File: config.mk
export PLATFORM = sky130hd
export DESIGN_NAME = y86_seq_ctrl_flat
export DESIGN_NICKNAME = d
export VERILOG_FILES = /design/src/rtl/y86_seq_ctrl_if.sv /design/src/rtl/y86_seq_ctrl.sv /design/src/flat_wrapper.sv
export SDC_FILE = /design/constraint.sdc
export NUM_CORES = 1
export LEC_CHECK = 0
export CORE_MARGIN = 2
export CORE_UTILIZATION = 30
export CTS_CLUSTER_DIAMETER = 150
export CTS_CLUSTER_SIZE = 16
export DETAILED_ROUTE_END_ITERATION = 10
export MAX_ROUTING_LAYER = met4
export SETUP_SLACK_MARGIN = 0.02
export SYNTH_ARGS = -nofsm -noshare
export SYNTH_HDL_FRONTEND = slang
export SYNTH_SLANG_ARGS = --single-unit
File: constraint.sdc
create_clock -name clk -period 4.6 [get_ports clk]
set_clock_uncertainty 0.2 [all_clocks]
set_input_delay 0.69 -clock clk [delete_from_list [all_inputs] [get_ports clk]]
set_output_delay 0.69 -clock clk [all_outputs]
set_load 0.05 [all_outputs]
File: src/rtl/y86_seq_ctrl_if.sv
// Handshake bundle between the Y86-64 stage sequencer and its fetch unit,
// data memory and stage logic.
interface y86_seq_ctrl_if;
    logic        fetch_done;
    logic [3:0]  icode;
    logic [63:0] valP;
    logic [63:0] valC;
    logic [63:0] valM;
    logic        cnd;
    logic        mem_ready;
    logic        dmem_error;
    logic        fetch_en;
    logic        decode_en;
    logic        exec_en;
    logic        mem_en;
    logic        wb_en;
    logic        pcupd_en;

    modport master (
        input  fetch_done, icode, valP, valC, valM, cnd, mem_ready, dmem_error,
        output fetch_en, decode_en, exec_en, mem_en, wb_en, pcupd_en
    );

    modport slave (
        output fetch_done, icode, valP, valC, valM, cnd, mem_ready, dmem_error,
        input  fetch_en, decode_en, exec_en, mem_en, wb_en, pcupd_en
    );
endinterface

File: src/rtl/y86_seq_ctrl.sv
// Sequential Y86-64 stage sequencer: owns the PC, steps one stage per state,
// waits on fetch/memory handshakes and reports Y86 status.
module y86_seq_ctrl #(
    parameter int IMEM_BITS = 640,
    parameter int TIMEOUT   = 16
) (
    input  logic                 clk,
    input  logic                 rst_n,
    input  logic                 start,
    input  logic [63:0]          start_pc,
    y86_seq_ctrl_if.master       bus,
    output logic [63:0]          pc,
    output logic [2:0]           stat,
    output logic                 busy,
    output logic [31:0]          cycle_cnt,
    output logic [31:0]          instr_cnt
);
    localparam int          WW       = $clog2(TIMEOUT + 1);
    localparam logic [WW-1:0] TO_LAST = WW'(TIMEOUT - 1);
    localparam logic [63:0] IMEM_LIM = 64'(IMEM_BITS);
    localparam logic [2:0]  ST_AOK   = 3'd1;
    localparam logic [2:0]  ST_HLT   = 3'd2;
    localparam logic [2:0]  ST_ADR   = 3'd3;
    localparam logic [2:0]  ST_INS   = 3'd4;

    typedef enum logic [3:0] {
        S_IDLE, S_FETCH, S_DECODE, S_EXECUTE, S_MEMORY,
        S_WRITEBACK, S_PCUPD, S_HALT, S_FAULT
    } state_t;

    state_t        state_q, state_d;
    logic [63:0]   pc_q, pc_d;
    logic [2:0]    stat_q, stat_d;
    logic [31:0]   cyc_q, cyc_d;
    logic [31:0]   ins_q, ins_d;
    logic [WW-1:0] wait_q, wait_d;
    logic [3:0]    icode_q, icode_d;
    logic [63:0]   valp_q, valp_d;
    logic [63:0]   valc_q, valc_d;
    logic [63:0]   valm_q, valm_d;
    logic          cnd_q, cnd_d;
    logic [63:0]   npc_s;

    // rmmovq, mrmovq, call, ret, pushq, popq touch data memory
    function automatic logic is_mem_f(input logic [3:0] ic);
        case (ic)
            4'h4, 4'h5, 4'h8, 4'h9, 4'hA, 4'hB: is_mem_f = 1'b1;
            default:                            is_mem_f = 1'b0;
        endcase
    endfunction

    function automatic logic is_busy_f(input state_t st);
        case (st)
            S_IDLE, S_HALT, S_FAULT: is_busy_f = 1'b0;
            default:                 is_busy_f = 1'b1;
        endcase
    endfunction

    function automatic logic [63:0] next_pc_f(input logic [3:0] ic, input logic c,
                                              input logic [63:0] p, input logic [63:0] k,
                                              input logic [63:0] m);
        case (ic)
            4'h7:    next_pc_f = c ? k : p;
            4'h8:    next_pc_f = k;
            4'h9:    next_pc_f = m;
            default: next_pc_f = p;
        endcase
    endfunction

    // State and datapath registers
    always_ff @(posedge clk or negedge rst_n) begin
        if (!rst_n) begin
            state_q <= S_IDLE;
            pc_q    <= 64'd0;
            stat_q  <= ST_AOK;
            cyc_q   <= 32'd0;
            ins_q   <= 32'd0;
            wait_q  <= '0;
            icode_q <= 4'd0;
            valp_q  <= 64'd0;
            valc_q  <= 64'd0;
            valm_q  <= 64'd0;
            cnd_q   <= 1'b0;
        end else begin
            state_q <= state_d;
            pc_q    <= pc_d;
            stat_q  <= stat_d;
            cyc_q   <= cyc_d;
            ins_q   <= ins_d;
            wait_q  <= wait_d;
            icode_q <= icode_d;
            valp_q  <= valp_d;
            valc_q  <= valc_d;
            valm_q  <= valm_d;
            cnd_q   <= cnd_d;
        end
    end

    // Next-state and register update logic
    always_comb begin
        state_d = state_q;
        pc_d    = pc_q;
        stat_d  = stat_q;
        ins_d   = ins_q;
        wait_d  = wait_q;
        icode_d = icode_q;
        valp_d  = valp_q;
        valc_d  = valc_q;
        valm_d  = valm_q;
        cnd_d   = cnd_q;
        npc_s   = next_pc_f(icode_q, cnd_q, valp_q, valc_q, valm_q);
        if (is_busy_f(state_q)) begin
            cyc_d = cyc_q + 32'd1;
        end else begin
            cyc_d = cyc_q;
        end

        case (state_q)
            S_IDLE, S_HALT, S_FAULT: begin
                if (start) begin
                    pc_d   = start_pc;
                    stat_d = ST_AOK;
                    cyc_d  = 32'd0;
                    ins_d  = 32'd0;
                    if (start_pc >= IMEM_LIM) begin
                        state_d = S_FAULT;
                        stat_d  = ST_ADR;
                    end else begin
                        state_d = S_FETCH;
                    end
                end else begin
                    state_d = state_q;
                end
            end
            S_FETCH: begin
                if (bus.fetch_done) begin
                    icode_d = bus.icode;
                    valp_d  = bus.valP;
                    valc_d  = bus.valC;
                    if (bus.icode == 4'h0) begin
                        state_d = S_HALT;
                        stat_d  = ST_HLT;
                    end else if (bus.icode > 4'hB) begin
                        state_d = S_FAULT;
                        stat_d  = ST_INS;
                    end else begin
                        state_d = S_DECODE;
                    end
                end else if (wait_q == TO_LAST) begin
                    state_d = S_FAULT;
                    stat_d  = ST_ADR;
                end else begin
                    wait_d = wait_q + 1'b1;
                end
            end
            S_DECODE:  state_d = S_EXECUTE;
            S_EXECUTE: begin
                cnd_d   = bus.cnd;
                state_d = S_MEMORY;
            end
            S_MEMORY: begin
                if (!is_mem_f(icode_q)) begin
                    state_d = S_WRITEBACK;
                end else if (bus.mem_ready) begin
                    valm_d = bus.valM;
                    if (bus.dmem_error) begin
                        state_d = S_FAULT;
                        stat_d  = ST_ADR;
                    end else begin
                        state_d = S_WRITEBACK;
                    end
                end else if (wait_q == TO_LAST) begin
                    state_d = S_FAULT;
                    stat_d  = ST_ADR;
                end else begin
                    wait_d = wait_q + 1'b1;
                end
            end
            S_WRITEBACK: state_d = S_PCUPD;
            S_PCUPD: begin
                pc_d  = npc_s;
                ins_d = ins_q + 32'd1;
                if (npc_s >= IMEM_LIM) begin
                    state_d = S_FAULT;
                    stat_d  = ST_ADR;
                end else begin
                    state_d = S_FETCH;
                end
            end
            default: begin
                state_d = S_IDLE;
            end
        endcase

        // a restart re-arms the wait counter even when FAULT re-enters FAULT
        if ((state_d != state_q) || (!is_busy_f(state_q) && start)) begin
            wait_d = '0;
        end else begin
            wait_d = wait_d;
        end
    end

    // Moore stage enables and status outputs
    always_comb begin
        bus.fetch_en  = 1'b0;
        bus.decode_en = 1'b0;
        bus.exec_en   = 1'b0;
        bus.mem_en    = 1'b0;
        bus.wb_en     = 1'b0;
        bus.pcupd_en  = 1'b0;
        case (state_q)
            S_FETCH:     bus.fetch_en  = 1'b1;
            S_DECODE:    bus.decode_en = 1'b1;
            S_EXECUTE:   bus.exec_en   = 1'b1;
            S_MEMORY:    bus.mem_en    = is_mem_f(icode_q);
            S_WRITEBACK: bus.wb_en     = 1'b1;
            S_PCUPD:     bus.pcupd_en  = 1'b1;
            default:     bus.fetch_en  = 1'b0;
        endcase
        busy      = is_busy_f(state_q);
        pc        = pc_q;
        stat      = stat_q;
        cycle_cnt = cyc_q;
        instr_cnt = ins_q;
    end
endmodule

File: src/flat_wrapper.sv
// flat-port wrapper written by rule: the top's interface ports become plain ports
module y86_seq_ctrl_flat 
#(
    parameter int IMEM_BITS = 640,
    parameter int TIMEOUT   = 16
)
  (clk, rst_n, start, start_pc, pc, stat, busy, cycle_cnt, instr_cnt, bus_fetch_done, bus_icode, bus_valP, bus_valC, bus_valM, bus_cnd, bus_mem_ready, bus_dmem_error, bus_fetch_en, bus_decode_en, bus_exec_en, bus_mem_en, bus_wb_en, bus_pcupd_en);
  y86_seq_ctrl_if bus_i ();
  input  logic clk;
  input  logic rst_n;
  input  logic start;
  input  logic [63:0] start_pc;
  output logic [63:0] pc;
  output logic [2:0] stat;
  output logic busy;
  output logic [31:0] cycle_cnt;
  output logic [31:0] instr_cnt;
  input wire logic [$bits(bus_i.fetch_done)-1:0] bus_fetch_done;
  input wire logic [$bits(bus_i.icode)-1:0] bus_icode;
  input wire logic [$bits(bus_i.valP)-1:0] bus_valP;
  input wire logic [$bits(bus_i.valC)-1:0] bus_valC;
  input wire logic [$bits(bus_i.valM)-1:0] bus_valM;
  input wire logic [$bits(bus_i.cnd)-1:0] bus_cnd;
  input wire logic [$bits(bus_i.mem_ready)-1:0] bus_mem_ready;
  input wire logic [$bits(bus_i.dmem_error)-1:0] bus_dmem_error;
  output wire logic [$bits(bus_i.fetch_en)-1:0] bus_fetch_en;
  output wire logic [$bits(bus_i.decode_en)-1:0] bus_decode_en;
  output wire logic [$bits(bus_i.exec_en)-1:0] bus_exec_en;
  output wire logic [$bits(bus_i.mem_en)-1:0] bus_mem_en;
  output wire logic [$bits(bus_i.wb_en)-1:0] bus_wb_en;
  output wire logic [$bits(bus_i.pcupd_en)-1:0] bus_pcupd_en;
  assign bus_i.fetch_done = bus_fetch_done;
  assign bus_i.icode = bus_icode;
  assign bus_i.valP = bus_valP;
  assign bus_i.valC = bus_valC;
  assign bus_i.valM = bus_valM;
  assign bus_i.cnd = bus_cnd;
  assign bus_i.mem_ready = bus_mem_ready;
  assign bus_i.dmem_error = bus_dmem_error;
  assign bus_fetch_en = bus_i.fetch_en;
  assign bus_decode_en = bus_i.decode_en;
  assign bus_exec_en = bus_i.exec_en;
  assign bus_mem_en = bus_i.mem_en;
  assign bus_wb_en = bus_i.wb_en;
  assign bus_pcupd_en = bus_i.pcupd_en;
  y86_seq_ctrl #(.IMEM_BITS(IMEM_BITS), .TIMEOUT(TIMEOUT)) u_core (.clk(clk), .rst_n(rst_n), .start(start), .start_pc(start_pc), .bus(bus_i), .pc(pc), .stat(stat), .busy(busy), .cycle_cnt(cycle_cnt), .instr_cnt(instr_cnt));
endmodule
==> metrics.md, run 1 <==
| Metric | Value |
|---|---|
| Outcome | finished, violations left |
| Failing checks | hold timing |
| Post-CTS setup buffers | 0 |
| Global route overflow | 0 |
| R2R Setup Slk | approximately 0.74 ns |
| Routed vias | roughly 14000 |
| Initial core utilization | about 30% |
| Pin count of the biggest net entering global routing | 116 |
| Synth area leaders | dfrtp_1 57%, nand2_1 11%, mux2_2 5.2% |
| Max Cap Viol | 0 |
| Worst-path clk slew | roughly 0.080 ns |
| Most common cell in the synthesized netlist | nand2_1 |
| Starting DRC count in detailed routing | between 1500 and 2000 |
| Post-Synthesis Cells | 1479 |
| Yosys cell types | 67 |
| Leading cell types by count after synthesis | 449 x nand2_1, 336 x dfrtp_1, 108 x o21ai_0 |
| Post-synth ARST share | 100% |
| Required time of the critical path | roughly 3.7 ns |
| Die Y-Extent | ~230 um |
| Hold Path Class | primary input to async pin |
| Slew at the pin with the worst max-slew slack | 1.10 ns |
| Register area share after synthesis | a little under three fifths |
| IO Count | 405 |
| DRC viols | 0 |
| Root Driver | clkbuf_16 |
| Buf+Inv Stages, Crit Path | 1 |
| WP data arrival | around 3.1 ns |
| CP max FO | 10 |
| Synth Area per Inst | ~10 um2 |
| Core Box Area | 48800 um2 |
| HPWL after DPL | about 46000 um |
| Nets | between 2000 and 2500 |
| Synthesized flop and latch total | approximately 340 |
| Hold Vio Cnt, Final | 10 |
| Synth top area share | between 50% and 60% |
| Worst reg2reg path depth | 7 |
| Total Wirelength | a little over 60000 um |
| CTS Hold Bufs | 0 |
| P&R area growth vs syn | 37.7% |
| PwrDens | 292 nW/um2 |
| H-tree depth | 1 |
| CP Launch Type | flip-flop |
| Setup TNS | 0 ns |
| Min Clock Period, post-route | between 3 and 4 ns |
| Critical-path cell list | nand2b_1 -> nor3_1 -> nor2b_1 -> clkdlybuf4s50_1 |
| CP endpoint kind | output port |
| Slew headroom | a little over a quarter |
| Clock sinks | roughly 340 |
| Yosys top cell by area | dfrtp_1 |
| Dpl ws | ~0.86 ns |
| Critical path type | flip-flop to output port |
| DIE AREA | 51200 um2 |
| PostCTS Resize Cnt | 0 |
| CTS tree | built |
| Worst-case clock buffer depth | 3 |
| Leak | about 0.009 uW |
| Max-slew violation count | 0 |
| Worst reg2reg path endpoint | u_core.state_q[3]$_DFF_PN0_ |
| Share of cells above drive strength 1 | 7.69% |
| Site row count | 81 |
| RSZ-0062 raised after global routing | false |
| Fin crit share | 85.8% |
| Die Wd | 226 um |
| # setup viols final | 0 |
| Synth Warn # | 0 |
| Max incr delay on CP | between 0.9 and 1 ns |
| Placer Congestion | just under 1 |
| CP max-delay cell | clkdlybuf4s50_1 |
| Vias/cell | roughly 5.3 |
| RR Startpoint | u_core.icode_q[1]$_DFFE_PN0P_ |
| Hold Slack | -0.0356 ns |
| Worst path top cell family by delay | simple AND/OR/NAND/NOR gates |
| Initial antenna violation count | 4 |
| Post-DRT Antenna Nets | 0 |
| Worst vdd ir | 253 uV |
| Syn_nets | 1750 |
| Global-route wire length before repair | roughly 91000 um |
| Final WS setup | ~0.65 ns |
| DR pass1 iterations | 9 |
| Top_reg_cell synth | dfrtp_1 |
| Mapped cell area | about 15000 um2 |
| Clk_lat worst skew | ~0.58 ns |
| EDFF count, synth | 0 |
| Total CTS buffers | 25 |
| Number of global-route vias before repair | between 10000 and 15000 |
| Routed wire per std cell | about 24 um |
| Total track usage | between 20% and 30% |
| Fmax | 0.253 GHz |
| Port bufs | around 400 |
-- how the worst max path moves through the flow --
stage,start,endpoint,slack (ns),cells after the start
floorplan,u_core.state_q[0]$_DFF_PN0_,u_core.stat[1]$_DFFE_PN0P_,1.13,9
global placement,u_core.icode_q[1]$_DFFE_PN0P_,u_core.state_q[3]$_DFF_PN0_,0.89,8
detailed placement,u_core.icode_q[1]$_DFFE_PN0P_,u_core.state_q[3]$_DFF_PN0_,0.86,8
CTS,u_core.state_q[2]$_DFF_PN0_,bus_mem_en,0.62,4
global route,u_core.state_q[3]$_DFF_PN0_,bus_mem_en,0.46,4
finish,u_core.state_q[2]$_DFF_PN0_,bus_mem_en,0.65,4
-- registers in the layout (all words and copies together) (netlist names) --
| name | count |
|---|---|
| u_core.valp_q | 64 |
| u_core.icode_q | 4 |
| u_core.cnd_q | 1 |
| u_core.valc_q | 64 |
| u_core.instr_cnt | 32 |
| u_core.valm_q | 64 |
| u_core.pc | 64 |
| u_core.wait_q | 5 |
| u_core.cycle_cnt | 32 |
| u_core.state_q | 4 |
| u_core.stat | 3 |
-- where the power goes --
part	switching [uW]	internal [uW]
Combinational	429	330
Sequential	52.3	3010
Clock	1120	1020
Total	1600	4360
-- logic make-up (layout without fill, tap and decap cells) --
| kind of cell | Yosys count | in the layout | share of synthesized area (%) |
|---|---|---|---|
| AOI/OAI and AO/OA | 288 | 288 | 13.8 |
| buffers and inverters | 96 | 477 | 2.56 |
| other | 0 | 4 | 0 |
| xor gates and xnor gates | 10 | 10 | 0.592 |
| muxes | 79 | 79 | 5.91 |
| adders and majority gates | 4 | 4 | 0.338 |
| DFF | 337 | 337 | 57.0 |
| and+or+nand+nor | 665 | 665 | 19.8 |
-- placed cells by master (no fill, tap or decap), types with 23 or more instances in the layout --
master / n
nor2_1: 32
dfrtp_1: 336
nand4_1: 24
clkdlybuf4s50_1: 403
o21ai_0: 108
clkbuf_16: 25
a222oi_1: 50
nand2_1: 447
a22oi_1: 64
mux2_2: 68
nand3_1: 62
buf_4: 23
-- cell type report --
| type | instances | area, um2 |
|---|---|---|
| multi-input combinational | 1046 | 6070 |
| timing repair buffer | 431 | 4300 |
| inverter | 8 | 30.0 |
| tap | 664 | 831 |
| sequential | 337 | 8430 |
| clock buffer | 36 | 667 |
| fill | 4801 | 28500 |
| clock inverter | 2 | 36.3 |
| antenna | 4 | 10.0 |
-- metrics by stage --
step | instances | power, uW | util (%) | cell area [um2]
after CTS | 2524 | 6020 | 41.7 | 20400
after global placement | 2486 | 3890 | 40.3 | 19700
after floorplan | 1479 | 3360 | - | 14800
after detailed placement | 2486 | 3880 | 40.3 | 19700
after global routing | 2528 | 6160 | 41.7 | 20400
final | 2528 | 5960 | 41.7 | 20400
-- per-layer routing --
layer	share of wire (%)	GRT usage, %	vias up
li1	-	-	6039
met3	7.7	4.44	100
met4	3.0	6.52	0
met2	47	40.0	655
met5	0	-	-
met1	42	31.5	6715
-- worst register-to-register path: cells and delay by family (launching register included) --
| kind | cells | cell delay [ns] |
|---|---|---|
| compound gates | 3 | 1.07 |
| flops | 1 | 0.50 |
| simple gates | 4 | 1.94 |
No activity file was read; power rests on OpenSTA's default activity.
==> run 2: changes to the inputs <==
CORE_UTILIZATION = 50   (was 30)
PLACE_DENSITY = 0.83   (was default)
==> run 2 against run 1 <==
  * The flow still finishes with violations (hold timing)
  * Clock power decreased by 3%
  * Die area decreased by 39%
  * Routed wire length shrank 13%
  * Sequential power about the same
  * Via count increased by 2.5%
  * Largest cell class unchanged
  * Largest power group unchanged
  * Highest routed layer unchanged
==> metrics.md, run 2 (synthesis results as in run 1) <==
| Metric | Value |
|---|---|
| Hold Slack | -0.00440 ns |
| P_sw | roughly 1500 uW |
| Switching part of the total power | 26.1% |
| PwrDens | 294 nW/um2 |
| CP endpoint kind | flip-flop |
| Most common cell after layout, fill and taps aside | nand2_1 |
| Setup TNS | 0 ns |
| Clock sinks | 337 |
| Worst-case clock buffer depth | 3 |
| Share of cells above drive strength 1 | under 10% |
| Global-route wire length before repair | just over 80000 um |
| Max-slew violation count | 0 |
| Clk_lat worst skew | 0.56 ns |
| Number of global-route vias before repair | between 10000 and 15000 |
| # setup viols final | 0 |
| Core Box Area | 29400 um2 |
| Vias/cell | between 6 and 7 |
| IO Count | just over 400 |
| Hold Vio Cnt, Final | 3 |
| Slew headroom | about 30% |
| PostCTS Resize Cnt | 0 |
| Global route overflow | 0 |
| Internal power | 4350 uW |
| Routed vias | ~14000 |
| P&R area growth vs syn | 35.2% |
| Post-DRT Antenna Nets | 0 |
| Min Clock Period, post-route | slightly below 4 ns |
| Dpl ws | about 0.81 ns |
| CP max FO | 30 |
| Die Wd | approximately 180 um |
| Starting DRC count in detailed routing | around 1700 |
| Worst vdd ir | approximately 300 uV |
| Site row count | 63 |
| Pin count of the biggest net entering global routing | 105 |
| Total track usage | between 30 and 40% |
| WP data arrival | 4.17 ns |
| Fmax | 0.252 GHz |
| HPWL after DPL | 39900 um |
| Total CTS buffers | 25 |
| Final WS setup | 0.636 ns |
| Clock share of power | a little over a third |
| CP Launch Type | flip-flop |
| Port bufs | 404 |
| Root Driver | clkbuf_16 |
| Post-DP Area | around 19000 um2 |
| Required time of the critical path | 4.81 ns |
| Outcome | finished, violations left |
| Total Wirelength | around 53000 um |
| Placer Congestion | 1.02 |
| Routed wire per std cell | ~24 um |
| R2R Setup Slk | 0.64 ns |
| Initial core utilization | a little over 50% |
| DR pass1 iterations | 9 |
| Max Cap Viol | 0 |
| RSZ-0062 raised after global routing | false |
| Flop pwr share | a little over half |
| Leak | about 0.0092 uW |
| Combinational Power Share | approximately 13% |
| Die Y-Extent | around 180 um |
| Nets | between 2000 and 2500 |
| DRC viols | 0 |
| CTS tree | built |
| Design Area, Final | around 20000 um2 |
| Hold Path Class | primary input to async pin |
| CTS Hold Bufs | 0 |
| Slew at the pin with the worst max-slew slack | 1.05 ns |
| DIE AREA | about 31000 um2 |
| Commonest cells after routing, fill and taps aside | 447 x nand2_1, 403 x clkdlybuf4s50_1, 336 x dfrtp_1 |
| Critical path type | flip-flop to flip-flop |
| Post-CTS setup buffers | 0 |
| Fin crit share | 86.2% |
| H-tree depth | 1 |
| Worst-path clk slew | about 0.07 ns |
| Failing checks | hold timing |
| Initial antenna violation count | 3 |
## run 2: cell types whose count changed in the layout (fill, tap and decap cells not counted), sizes merged
cell,before,now
clkbuf,36,34
buf,28,24
diode,4,3
## run 2: per-layer routing
| metal | wire, um | share of wire [%] | vias up | track usage [%] |
|---|---|---|---|---|
| met4 | 3350 | 6.3 | 0 | 17.9 |
| met2 | 24700 | 46 | 966 | 55.1 |
| met3 | 5650 | 11 | 206 | 7.82 |
| li1 | - | - | 6018 | - |
| met5 | 0 | 0 | - | - |
| met1 | 19700 | 37 | 6660 | 44.1 |
## run 2: power by group through the flow
stage | combinational [uW] | clock, uW | sequential [uW]
after CTS | 747 | 2080 | 3060
after global routing | 782 | 2190 | 3070
after global placement | 743 | 0 | 3120
after detailed placement | 744 | 0 | 3120
final | 748 | 2070 | 3070
after floorplan | 79.7 | 0 | 3280
## run 2: final timing paths
| path | start | endpoint | depth (start not counted) |
|---|---|---|---|
| min | rst_n | u_core.instr_cnt[14]$_DFFE_PN0P_ | 1 |
| max | u_core.icode_q[3]$_DFFE_PN0P_ | u_core.state_q[3]$_DFF_PN0_ | 9 |
| max in group asynchronous | rst_n | u_core.valm_q[47]$_DFFE_PN0P_ | 2 |
| max reg2reg | u_core.icode_q[3]$_DFFE_PN0P_ | u_core.state_q[3]$_DFF_PN0_ | 9 |
| min reg2reg | u_core.wait_q[3]$_DFFE_PN0P_ | u_core.wait_q[3]$_DFFE_PN0P_ | 1 |
| min in group clk | u_core.wait_q[3]$_DFFE_PN0P_ | u_core.wait_q[3]$_DFFE_PN0P_ | 1 |
## run 2: layout make-up
class                   instances  area (um2)
well taps                     390         488
multi-input cells            1046        6070
clock buffers                  34         659
fillers                      2264        9390
repair buffers                427        4280
flip-flops and latches        337        8430
clock inverters                 2        36.3
diodes                          3        7.51
inverters                       8        30.0
## run 2: stage by stage
step / power (uW) / instances / hold WS (ns) / util, %
after floorplan: 3360 / 1479 / 0.194 / -
after global placement: 3870 / 2208 / 0.260 / 65.7
after detailed placement: 3860 / 2208 / 0.263 / 65.7
after CTS: 5890 / 2244 / 0.0260 / 68.0
after global routing: 6040 / 2247 / 0.0394 / 68.1
final: 5880 / 2247 / -0.00440 / 68.1
## run 2: worst max-delay path: stages, from the launching register on
cell and delay, ns:
dfrtp_1 0.49, nor4bb_4 0.98, buf_4 0.37, buf_4 0.40, nand2b_1 0.10, o221a_2 0.14, nor4_1 0.32, nand2_1 0.09
nor4_1 0.54, o2111ai_1 0.16
